### config.mk
export PLATFORM = sky130hd
export DESIGN_NAME = dbus_router
export DESIGN_NICKNAME = d
export VERILOG_FILES = /design/src/rtl/dbus_router_pkg.sv /design/src/rtl/dbus_addr_match.sv /design/src/rtl/dbus_router.sv
export SDC_FILE = /design/constraint.sdc
export NUM_CORES = 1
export LEC_CHECK = 0
export BUFFER_PORTS_ARGS = -buffer_cell sky130_fd_sc_hd__clkbuf_2
export CORE_AREA = 10 10 122 124
export CTS_CLUSTER_DIAMETER = 150
export DETAILED_ROUTE_END_ITERATION = 12
export DIE_AREA = 0 0 132 134
export GPL_ROUTABILITY_DRIVEN = 1
export PLACE_DENSITY = 0.61
export SLEW_MARGIN = 20
export SYNTH_ARGS = -nofsm -noshare
export SYNTH_HDL_FRONTEND = slang
export SYNTH_SLANG_ARGS = --single-unit
### constraint.sdc
create_clock -name clk -period 2.1 [get_ports clk]
set_clock_uncertainty 0.1 [all_clocks]
set_input_delay 0.42 -clock clk [delete_from_list [all_inputs] [get_ports clk]]
set_output_delay 0.42 -clock clk [all_outputs]
set_load 0.005 [all_outputs]
### src/rtl/dbus_router_pkg.sv
// Shared types and helpers for the data-bus router and its address decoder.
package dbus_router_pkg;

    typedef enum logic [1:0] {
        DBUS_IDLE = 2'd0,
        DBUS_WAIT = 2'd1,
        DBUS_ERR  = 2'd2
    } dbus_state_e;

    localparam int DBUS_CNT_W = 16;

    // Index width that stays legal for a single-slot router.
    function automatic int dbus_idx_w(input int n);
        return (n > 1) ? $clog2(n) : 1;
    endfunction

endpackage

### src/rtl/dbus_addr_match.sv
// Combinational priority address decoder: lowest-index matching slot wins.
module dbus_addr_match
    import dbus_router_pkg::*;
#(
    parameter int                            WORD_LEN   = 32,
    parameter int                            NUM_DEV    = 4,
    parameter int                            IDX_W      = dbus_idx_w(NUM_DEV),
    parameter logic [NUM_DEV*WORD_LEN-1:0]   BASE_ADDRS = '0,
    parameter logic [NUM_DEV*WORD_LEN-1:0]   ADDR_MASKS = '0
) (
    input  logic [WORD_LEN-1:0] addr_i,
    output logic [NUM_DEV-1:0]  hit_o,
    output logic [IDX_W-1:0]    idx_o,
    output logic                miss_o
);

    logic [NUM_DEV-1:0] raw_hit_s;

    for (genvar k = 0; k < NUM_DEV; k++) begin : g_slot
        assign raw_hit_s[k] = ((addr_i & ADDR_MASKS[k*WORD_LEN +: WORD_LEN])
                               == BASE_ADDRS[k*WORD_LEN +: WORD_LEN]);
    end

    // Descending scan so the lowest hitting index is the last one written.
    always_comb begin
        idx_o = '0;
        for (int k = NUM_DEV - 1; k >= 0; k--) begin
            idx_o = raw_hit_s[k] ? IDX_W'(k) : idx_o;
        end
        miss_o = ~|raw_hit_s;
        hit_o  = miss_o ? '0 : (NUM_DEV'(1) << idx_o);
    end

endmodule

### src/rtl/dbus_router.sv
// Data-bus router: decodes the core request to one device, waits for its
// ready with a timeout, and reports unmapped/timeout errors with sticky capture.
module dbus_router
    import dbus_router_pkg::*;
#(
    parameter int                            WORD_LEN   = 32,
    parameter int                            NUM_DEV    = 4,
    parameter logic [NUM_DEV*WORD_LEN-1:0]   BASE_ADDRS = '0,
    parameter logic [NUM_DEV*WORD_LEN-1:0]   ADDR_MASKS = '0,
    parameter int                            TIMEOUT    = 255
) (
    input  logic                         clk,
    input  logic                         rst_n,
    input  logic                         c_req,
    input  logic                         c_wen,
    input  logic [WORD_LEN-1:0]          c_addr,
    input  logic [WORD_LEN-1:0]          c_wdata,
    output logic [WORD_LEN-1:0]          c_rdata,
    output logic                         c_ack,
    output logic                         c_err,
    output logic [NUM_DEV-1:0]           d_sel,
    output logic                         d_wen,
    output logic [WORD_LEN-1:0]          d_addr,
    output logic [WORD_LEN-1:0]          d_wdata,
    input  logic [NUM_DEV*WORD_LEN-1:0]  d_rdata,
    input  logic [NUM_DEV-1:0]           d_ready,
    output logic                         err_valid,
    output logic [WORD_LEN-1:0]          err_addr,
    input  logic                         err_clr
);

    localparam int                    IDX_W    = dbus_idx_w(NUM_DEV);
    localparam logic [DBUS_CNT_W-1:0] CNT_LAST = DBUS_CNT_W'(TIMEOUT - 1);

    dbus_state_e           state_q, state_d;
    logic [IDX_W-1:0]      sel_q, sel_d;
    logic [DBUS_CNT_W-1:0] cnt_q, cnt_d;
    logic                  err_valid_q, err_valid_d;
    logic [WORD_LEN-1:0]   err_addr_q, err_addr_d;

    logic [NUM_DEV-1:0]    hit_s;
    logic [IDX_W-1:0]      idx_s;
    logic                  miss_s;
    logic [WORD_LEN-1:0]   rdata_sel_s, rdata_s;
    logic                  ready_sel_s, timeout_s, ack_s, err_s, dwen_s;
    logic [NUM_DEV-1:0]    dsel_s;

    dbus_addr_match #(
        .WORD_LEN   (WORD_LEN),
        .NUM_DEV    (NUM_DEV),
        .IDX_W      (IDX_W),
        .BASE_ADDRS (BASE_ADDRS),
        .ADDR_MASKS (ADDR_MASKS)
    ) u_match (
        .addr_i (c_addr),
        .hit_o  (hit_s),
        .idx_o  (idx_s),
        .miss_o (miss_s)
    );

    // Route the latched slot's read data and ready back to the core side.
    always_comb begin
        rdata_sel_s = '0;
        ready_sel_s = 1'b0;
        for (int k = 0; k < NUM_DEV; k++) begin
            rdata_sel_s = (sel_q == IDX_W'(k)) ? d_rdata[k*WORD_LEN +: WORD_LEN] : rdata_sel_s;
            ready_sel_s = (sel_q == IDX_W'(k)) ? d_ready[k] : ready_sel_s;
        end
        timeout_s = (cnt_q == CNT_LAST);
    end

    // FSM, slot and wait-counter registers.
    always_ff @(posedge clk or negedge rst_n) begin
        if (!rst_n) begin
            state_q <= DBUS_IDLE;
            sel_q   <= '0;
            cnt_q   <= '0;
        end else begin
            state_q <= state_d;
            sel_q   <= sel_d;
            cnt_q   <= cnt_d;
        end
    end

    // Next-state logic; ready takes precedence over timeout.
    always_comb begin
        state_d = state_q;
        sel_d   = sel_q;
        cnt_d   = cnt_q;
        case (state_q)
            DBUS_IDLE: begin
                if (c_req && miss_s) begin
                    state_d = DBUS_ERR;
                end else if (c_req) begin
                    state_d = DBUS_WAIT;
                    sel_d   = idx_s;
                    cnt_d   = '0;
                end else begin
                    state_d = DBUS_IDLE;
                end
            end
            DBUS_WAIT: begin
                if (ready_sel_s || timeout_s) begin
                    state_d = DBUS_IDLE;
                end else begin
                    cnt_d = cnt_q + DBUS_CNT_W'(1);
                end
            end
            DBUS_ERR: state_d = DBUS_IDLE;
            default:  state_d = DBUS_IDLE;
        endcase
    end

    // Core/device outputs; read data is forced to zero except on a good ack.
    always_comb begin
        ack_s   = 1'b0;
        err_s   = 1'b0;
        rdata_s = '0;
        dsel_s  = '0;
        dwen_s  = 1'b0;
        case (state_q)
            DBUS_IDLE: begin
                if (c_req && !miss_s) begin
                    dsel_s = hit_s;
                    dwen_s = c_wen;
                end else begin
                    dsel_s = '0;
                end
            end
            DBUS_WAIT: begin
                if (ready_sel_s) begin
                    ack_s   = 1'b1;
                    rdata_s = rdata_sel_s;
                end else if (timeout_s) begin
                    ack_s = 1'b1;
                    err_s = 1'b1;
                end else begin
                    ack_s = 1'b0;
                end
            end
            DBUS_ERR: begin
                ack_s = 1'b1;
                err_s = 1'b1;
            end
            default: ack_s = 1'b0;
        endcase
    end

    // Sticky error capture; a new error beats a concurrent clear.
    always_comb begin
        err_valid_d = err_valid_q;
        err_addr_d  = err_addr_q;
        if (ack_s && err_s) begin
            err_valid_d = 1'b1;
            err_addr_d  = (!err_valid_q || err_clr) ? c_addr : err_addr_q;
        end else if (err_clr) begin
            err_valid_d = 1'b0;
        end else begin
            err_valid_d = err_valid_q;
        end
    end

    // Error capture registers.
    always_ff @(posedge clk or negedge rst_n) begin
        if (!rst_n) begin
            err_valid_q <= 1'b0;
            err_addr_q  <= '0;
        end else begin
            err_valid_q <= err_valid_d;
            err_addr_q  <= err_addr_d;
        end
    end

    assign c_ack     = ack_s;
    assign c_err     = err_s;
    assign c_rdata   = rdata_s;
    assign d_sel     = dsel_s;
    assign d_wen     = dwen_s;
    assign d_addr    = c_addr;
    assign d_wdata   = c_wdata;
    assign err_valid = err_valid_q;
    assign err_addr  = err_addr_q;

endmodule

Word-level counts from Yosys, hierarchy flattened
Cells that the tools add are included.
Widths: inputs -> output; s select.
{"block": "totals", "input_bits": 201, "wordCells": 39, "output_inout_bits": 136, "ff_bits": 51}
{"block": "classes", "reduce_logical": 9, "mux": 19, "add_sub_neg": 1, "eq_ne": 6}
{"operator": "$mux 32", "n": 2}
{"operator": "$mux 16", "n": 2}
{"operator": "$pmux 16 s2", "n": 1}
{"operator": "$add 16x1->16 const B", "n": 1}
{"operator": "$eq 16x8->1 const B", "n": 1}
{"operator": "$mux 1", "n": 10}
{"operator": "$ne 2x2->1 const B", "n": 3}
{"operator": "$pmux 1 s2", "n": 2}
{"operator": "$pmux 2 s2", "n": 1}
{"operator": "$reduce_bool 2->1", "n": 2}
{"operator": "$reduce_and 3->1", "n": 1}
{"operator": "$eq 2x1->1 const B", "n": 1}
{"operator": "$eq 2x2->1 const B", "n": 1}
{"operator": "$logic_not 2->1", "n": 1}
{"operator": "$logic_or 1x1->1", "n": 2}
{"operator": "$mux 2", "n": 1}
{"operator": "$reduce_and 2->1", "n": 1}
{"operator": "$logic_and 1x1->1", "n": 1}
{"operator": "$logic_not 1->1", "n": 1}

Depth between registers and ports, before layout
Gate-level depths: netlist of run 1.
{"block": "depth", "ltp_word": 6, "depth_mapped": 7}

Hierarchy
A second synthesis of run 1 with hierarchy kept.
{"block": "unflattened", "hier_cells": 365, "hier_area_um2": 4016.4}
{"mod": "dbus_router", "n_inst": 1, "cells_each": 356, "seq_area_each_um2": 1326.3, "area_each_um2": 3956.3}
{"mod": "dbus_addr_match", "n_inst": 1, "cells_each": 9, "seq_area_each_um2": 0.0, "area_each_um2": 60.1}

Least setup slack after synthesis of run 1
Ideal clock, no wire load.
{"block": "synth_path", "path_type": "register to register", "startpoint": "register cnt_q[8]", "endpoint": "register err_addr_q[0], in the netlist err_addr[0]", "t_arrival_ns": 1.834, "stages_incl_launch_ff": 6, "t_required_ns": 1.875, "path_slack_ns": 0.040, "path_cell_list": "dfrtp_1 nor4_2 nand3b_1 nor4_4 buf_6 mux2_4"}
{"block": "synth_between", "elab_chain_len": 6}
{"item": "from (decl)", "line_no": "dbus_router.sv:37", "source": "logic [DBUS_CNT_W-1:0] cnt_q, cnt_d;"}
{"item": "from (signal assigned)", "line_no": "dbus_router.sv:81", "source": "cnt_q <= cnt_d;"}
{"item": "$eq 16x8->1 *", "line_no": "dbus_router.sv:69", "source": "timeout_s = (cnt_q == CNT_LAST);"}
{"item": "$mux 1 *", "line_no": "dbus_router.sv:134", "source": "end else if (timeout_s) begin"}
{"item": "$mux 1", "line_no": "dbus_router.sv:131", "source": "if (ready_sel_s) begin"}
{"item": "$pmux 1 s2", "line_no": "dbus_router.sv:121", "source": "case (state_q)"}
{"item": "$logic_and 1x1->1 *", "line_no": "dbus_router.sv:153", "source": "if (ack_s && err_s) begin"}
{"item": "$reduce_and 2->1 (no line) *"}
{"item": "to (signal assigned)", "line_no": "dbus_router.sv:170", "source": "err_addr_q <= err_addr_d;"}
{"item": "to (decl)", "line_no": "dbus_router.sv:39", "source": "logic [WORD_LEN-1:0] err_addr_q, err_addr_d;"}
Mark *: on every way between the ends. The rest lies on a longest branch, timed or not.
A chain may end at the register's enable or synchronous reset.

Worst setup path in the final report of run 1
{"block": "layout_path", "startpoint": "register cnt_q[8]", "endpoint": "register err_addr_q[27], in the netlist err_addr[27]"}
The elaborated chain is that of the path after synthesis.

==> metrics.md, run 1 <==
| Metric | Value |
|---|---|
| H-tree levels | 2 |
| Final setup viols | 0 |
| DR iter-0 viols | 75 |
| Reg-to-Reg Start | cnt_q[8]$_DFFE_PN0P_ |
| Largest area contributor in the netlist | dfrtp_1 |
| Largest family of logic cells by synthesized area | buffers and inverters |
| IO Pins | 337 |
| CTS Buf Count | 5 |
| Synthesized netlist cell count | 286 |
| Post-Route WL | 9550 um |
| Rows | 41 |
| Worst setup SP type | flop |
| Crit-path max FO | 10 |
| Syn avg cell area | 10.8 um^2 |
| Seq cells post-synth | 50 |
| WS Path Type | reg2reg |
| DRT antenna net count | 0 |
| Number of synthesized flops with an enable pin | 0 |
| Clk sink count | 50 |
| Simple-Gate Fraction of Synth Area | 0.182 |
| Initial antenna violation count | 0 |
| Synth area leaders | dfrtp_1 (40%), buf_4 (16%), mux2_4 (15%) |
| RSZ-0062 raised after global routing | true |
| Dominant synthesized flop cell | dfrtp_1 |
| CP max stage cell | dfrtp_1 |
| Post-DP Area | 3810 um^2 |
| CP Data Arrival Time | 2.15 ns |
| Worst IR Drop VDD | 259 uV |
| Number of diodes | 0 |
| Worst R2R End | err_addr[27]$_DFFE_PN0P_ |
| Largest stage delay, worst path | 0.41 ns |
| Status | complete, no violations |
| HPWL Detailed | 7780 um |
| Post-synthesis mux area share | 0.178 |
| Post-synth top area share | 0.404 |
| Worst-skew pair later-pin latency | 0.28 ns |
| Starting Density | 0.249 |
| DRC viols | 0 |
| Leakage Power | 2.33 nW |
| Power Total | 2.45 mW |
| Number of global-route vias before repair | 2,782 |
| CORE AREA | 12,500 um^2 |
| Ratio of cells with drive above 1 in the final layout | 0.607 |
| # nets final | 619 |
| Most numerous cell in the Yosys netlist | buf_4 |
| CTS tree | yes |
| Total GRT Usage | 0.103 |
| IO Port Bufs | 170 |
| CP cell instances | nor4_4 > nand3b_1 > nor4_4 > buf_6 > clkbuf_16 > mux2_4 |
| Die Width | 132 um |
| Worst setup EP type | flop |
| Sequential share of the synthesized area | 0.404 |
| GR Overflow Total | 0 |
| Async S/R FF share, synth | 1.00 |
| Final Max Slew Viols | 0 |
| Max frequency | 479 MHz |
| CP Data Required Time | 2.16 ns |
| Count of different cell masters after synthesis | 37 |
| R2R cell count | 6 |
| Final Cell Area | 4150 um^2 |
| PD cells | 590 nW/um^2 |
| Fin crit period | 2.09 ns |
| XOR/XNOR Fraction of Synth Area | 0.00282 |
| TritonRoute pass-1 iters | 4 |
| Synthesized area | 3100 um^2 |
| Compound-Gate Fraction of Synth Area | 0.0287 |
| Clk slew on worst S/H paths | 0.06 ns |
| Routability cong. | 0.830 |
| Hold Fails Final Rpt | 0 |
| Reg2Reg Setup Slack | 0.01 ns |
| Final Util | 0.333 |
| Final Hold Slack | 0.0246 ns |
| Crit share post-route | 0.995 |
| Wire per inst | 16.2 um |
| First-pass GRT wire length | 15,200 um |
| Synth warn | 0 |
| Area grow syn2layout | 33.9% |
| Vias | 2,529 |
| Die H | 134 um |
| Largest net degree at the start of global routing | 51 |
| Max-cap viol count | 0 |
| Die area | 17,700 um^2 |
| Hold crit path type | in2async |
| Post-synthesis adder-cell area fraction | 0.00807 |
| Post-synth top cells | buf_4 (68), dfrtp_1 (50), and3_1 (33) |
| Crit-path most repeated cell | nor4_4 |
| Root buffer cell | clkbuf_16 |
| CTS hold repair buffers | 0 |
| Vias/cell | 4.29 |
| Max Root-Sink Buffers | 2 |
registers in the layout, indices dropped and copies added (netlist names):
register	cells
err_addr	32
cnt_q	16
err_valid	1
state_q	1
per-layer routing:
layer  wire length [um]  part of all wire  track usage  vias up
li1                   -                 -            -     1191
met1               3710              0.39        0.110     1151
met2               4260              0.45        0.169      167
met3               1390              0.15       0.0627       20
met4                189             0.020       0.0278        0
met5                  0                 0            0        -
logic make-up after synthesis:
| family | after synthesis |
|---|---|
| AND/OR/NAND/NOR | 93 |
| buffers and inverters | 87 |
| flip-flops | 50 |
| multiplexers | 40 |
| AO/OA/AOI/OAI | 12 |
| adder cells (fa/ha/maj) | 2 |
| other | 1 |
| XOR/XNOR | 1 |
placed cells by master (no fill, tap or decap), types with 2 or more instances in the layout:
cell | netlist | final
and3_1 | 33 | 33
dfrtp_1 | 50 | 50
clkbuf_2 | 0 | 168
mux2_4 | 30 | 32
a221o_1 | 2 | 2
nor4_4 | 1 | 2
bufinv_16 | 0 | 2
inv_1 | 5 | 4
buf_2 | 1 | 2
nand3_1 | 9 | 9
nand4_1 | 8 | 8
o31ai_1 | 2 | 2
nor4_1 | 4 | 4
buf_12 | 0 | 3
mux2i_1 | 8 | 8
and2_1 | 4 | 4
nor3_1 | 3 | 2
o21ai_0 | 2 | 2
clkbuf_16 | 0 | 7
and4_4 | 0 | 2
nand2b_1 | 4 | 4
o211ai_1 | 3 | 3
buf_4 | 68 | 27
nor2_1 | 5 | 4
nand2_1 | 12 | 12
nor2b_1 | 2 | 2
conb_1 | 1 | 3
how the worst max path moves through the flow:
stage                          from                       end  slack (ns)  depth (start not counted)
2_1_floorplan  cnt_q[8]$_DFFE_PN0P_   err_addr[0]$_DFFE_PN0P_        0.04                          5
3_3_place_gp   cnt_q[8]$_DFFE_PN0P_  err_addr[13]$_DFFE_PN0P_       -0.07                          5
3_5_place_dp   cnt_q[8]$_DFFE_PN0P_  err_addr[31]$_DFFE_PN0P_       -0.12                          5
4_1_cts        cnt_q[8]$_DFFE_PN0P_                     c_ack      -0.004                          4
5_1_grt        cnt_q[8]$_DFFE_PN0P_  err_addr[25]$_DFFE_PN0P_       -0.09                          6
6_report       cnt_q[8]$_DFFE_PN0P_  err_addr[27]$_DFFE_PN0P_        0.01                          6
report_power, final:
part | total, mW | leakage [nW] | switching (mW) | internal (mW)
registers | 0.995 | 0.695 | 0.0142 | 0.981
logic | 0.407 | 1.53 | 0.207 | 0.200
clock network | 1.05 | 0.0971 | 0.334 | 0.715
stage by stage:
step / worst slack, ns / instances / TNS [ns]
final: 0.0111 / 589 / 0
after global routing: -0.0943 / 589 / -2.46
after CTS: -0.00371 / 585 / -0.00371
after detailed placement: -0.120 / 573 / -2.96
after global placement: -0.0709 / 573 / -1.56
after floorplan: 0.0404 / 288 / 0
cell type report:
class	count	area, um^2
Fill cell	1301	8310
Multi-Input combinational cell	151	1290
Sequential cell	50	1250
Timing Repair Buffer	203	1170
Tap cell	172	215
Clock buffer	6	139
Clock inverter	2	60.1
Inverter	5	18.8
worst max-delay path: cells and delay by family, from the launching register on:
family	cells	cell delay [ns]
and+or+nand+nor	3	0.78
muxes	1	0.30
buffers and inverters	2	0.38
DFF	1	0.41
repair_timing:
action                                 4_1_cts  5_1_grt
endpoints found under the hold margin        0        0
setup endpoints to repair                   34       34
buffers inserted                             4        2
pin swaps                                    6        2
cloned                                       0        2
resized for setup                            8        6
No activity file was read; power rests on OpenSTA's default activity.
==> run 2, diff against run 1 <==
==> constraint.sdc (replaced) <==
create_clock -name clk -period 2.1 [get_ports clk]
set_clock_uncertainty 0.1 [all_clocks]
set_input_delay 0.42 -clock clk [delete_from_list [all_inputs] [get_ports clk]]
set_output_delay 0.42 -clock clk [all_outputs]
set_load 0.01 [all_outputs]
==> metrics.md, run 2 (synthesis results as in run 1) <==
| Metric | Value |
|---|---|
| Status | complete, but fails checks |
| Failing checks | negative setup slack |
| Die area | 17,700 um^2 |
| WS Path Type | reg2out |
| Area grow syn2layout | 33.9% |
| Post-Route WL | 9440 um |
| Worst IR Drop VDD | 225 uV |
| IO Pins | 337 |
| # placed instances | 574 |
| # nets final | 619 |
| Gr busiest metal | met2 |
| Met1 usage | 0.103 |
| Wire per inst | 16.0 um |
| Pre-CTS setup slack | -0.108 ns |
| Filler cells | 1,296 |
| Routability cong. | 0.834 |
| Most frequent cells in the layout | clkbuf_2 (168), dfrtp_1 (49), and3_1 (33) |
| Max Root-Sink Buffers | 2 |
| IO Port Bufs | 170 |
| RSZ-0062 raised after global routing | true |
| TritonRoute pass-1 iters | 4 |
| H-tree levels | 2 |
| Post-Layout Cell Count | 589 |
| P_sw | 595 uW |
| Largest stage delay, worst path | 0.42 ns |
| Starting Density | 0.249 |
| Leakage Power | 2.33 nW |
| Vias/cell | 4.29 |
| Most common cell after layout, fill and taps aside | clkbuf_2 |
| CP max stage cell | dfrtp_1 |
| DRC viols | 0 |
| Final WS setup | -0.0164 ns |
| Final setup viols | 12 |
| Number of diodes | 0 |
| Clock group share of total power | 0.427 |
| Hold Fails Final Rpt | 0 |
| Sw frac | 0.239 |
| Flop pwr share | 0.404 |
| Max-cap viol count | 0 |
| Rows | 41 |
| Met3 Use GR | 0.0635 |
| Die H | 134 um |
| Hold crit path type | in2async |
| Worst-skew pair later-pin latency | 0.29 ns |
| DRT antenna net count | 0 |
| Clk sink count | 50 |
| Worst setup EP type | output port |
| CTS tree | yes |
| Clk slew on worst S/H paths | 0.07 ns |
| CORE AREA | 12,500 um^2 |
| Pint | 1.89 mW |
| Share of total power in combinational logic | 0.169 |
| CP Data Required Time | 1.58 ns |
| Root buffer cell | clkbuf_16 |
| CTS Buf Count | 5 |
| Crit share post-route | 1.01 |
| HPWL Detailed | 7700 um |
| Vias | 2,529 |
| Fin crit period | 2.12 ns |
| DR iter-0 viols | 43 |
| Largest net degree at the start of global routing | 51 |
| Total GRT Usage | 0.0995 |
| Max frequency | 473 MHz |
| Max reg flops | 32 |
| Reg2Reg Setup Slack | -0.01 ns |
| Ratio of cells with drive above 1 in the final layout | 0.609 |
| GR Overflow Total | 0 |
| Crit-path max FO | 3 |
| First-pass GRT wire length | 14,700 um |
| Worst setup SP type | flop |
| CP cell instances | nor4_4 > and4_4 > o21a_1 > buf_2 |
| Die Width | 132 um |
| Routing usage on met2 | 0.163 |
| Final Max Slew Viols | 0 |
| Final Util | 0.333 |
| CP Data Arrival Time | 1.60 ns |
| Initial antenna violation count | 0 |
| Number of global-route vias before repair | 2,693 |
| PD cells | 600 nW/um^2 |
run 2: cell count changes in the layout (fill, tap and decap cells not counted):
| cell | previous run | this run |
|---|---|---|
| dfrtp_2 | 0 | 1 |
| dfrtp_1 | 50 | 49 |
run 2: power groups by stage:
stage | combinational [mW] | sequential (mW) | clock [mW]
global placement | 0.398 | 1.02 | 0
floorplan | 0.266 | 1.02 | 0
finish | 0.421 | 1.00 | 1.06
CTS | 0.432 | 1.00 | 1.11
detailed placement | 0.403 | 1.02 | 0
global route | 0.471 | 1.01 | 1.14
run 2: worst paths after layout:
kind	startpoint	to	cells past startpoint
max in group asynchronous	rst_n	cnt_q[1]$_DFFE_PN0P_	2
worst min register to register	cnt_q[15]$_DFFE_PN0P_	cnt_q[15]$_DFFE_PN0P_	1
min in group clk	c_addr[14]	err_addr[14]$_DFFE_PN0P_	2
worst min-delay path	rst_n	err_addr[0]$_DFFE_PN0P_	2
worst max-delay path	cnt_q[13]$_DFFE_PN0P_	c_ack	4
worst max register to register	cnt_q[13]$_DFFE_PN0P_	err_addr[27]$_DFFE_PN0P_	6
run 2: cell type report:
class / count / area, um^2 / share of cell area
inverter: 5 / 18.8 / 0.00452
timing repair buffer: 203 / 1170 / 0.283
clock buffer: 6 / 139 / 0.0334
multi-input combinational: 151 / 1290 / 0.311
tap: 172 / 215 / 0.0518
sequential: 50 / 1250 / 0.302
clock inverter: 2 / 60.1 / 0.0145
run 2: critical path: cells and delay by family (launching register included):
family | cells | cell delay [ns]
compound gates | 1 | 0.12
simple gates | 2 | 0.64
flops | 1 | 0.42
buf+inv | 1 | 0.13
run 2: stage by stage:
| stage | cell area [um^2] | hold WS (ns) | total power, mW | setup TNS, ns |
|---|---|---|---|---|
| after global placement | 3820 | 0.333 | 1.41 | -1.43 |
| after floorplan | 3110 | 0.0244 | 1.28 | 0 |
| final | 4150 | 0.0128 | 2.49 | -0.102 |
| after CTS | 4080 | 0.0263 | 2.54 | -0.0199 |
| after detailed placement | 3820 | 0.337 | 1.42 | -2.44 |
| after global routing | 4150 | 0.0303 | 2.62 | -2.42 |
run 2: layer usage:
metal  part of all wire  vias up
li1                   -     1187
met5                  0        -
met4              0.018        0
met1               0.38     1148
met3               0.15       18
met2               0.45      176
run 2: repair_timing:
item,CTS,global route
cloned,0,2
endpoints found under the setup margin,34,34
resized for setup,7,8
pin swaps,6,4
setup buffers,5,0
endpoints found under the hold margin,0,0
hold buffers,0,0
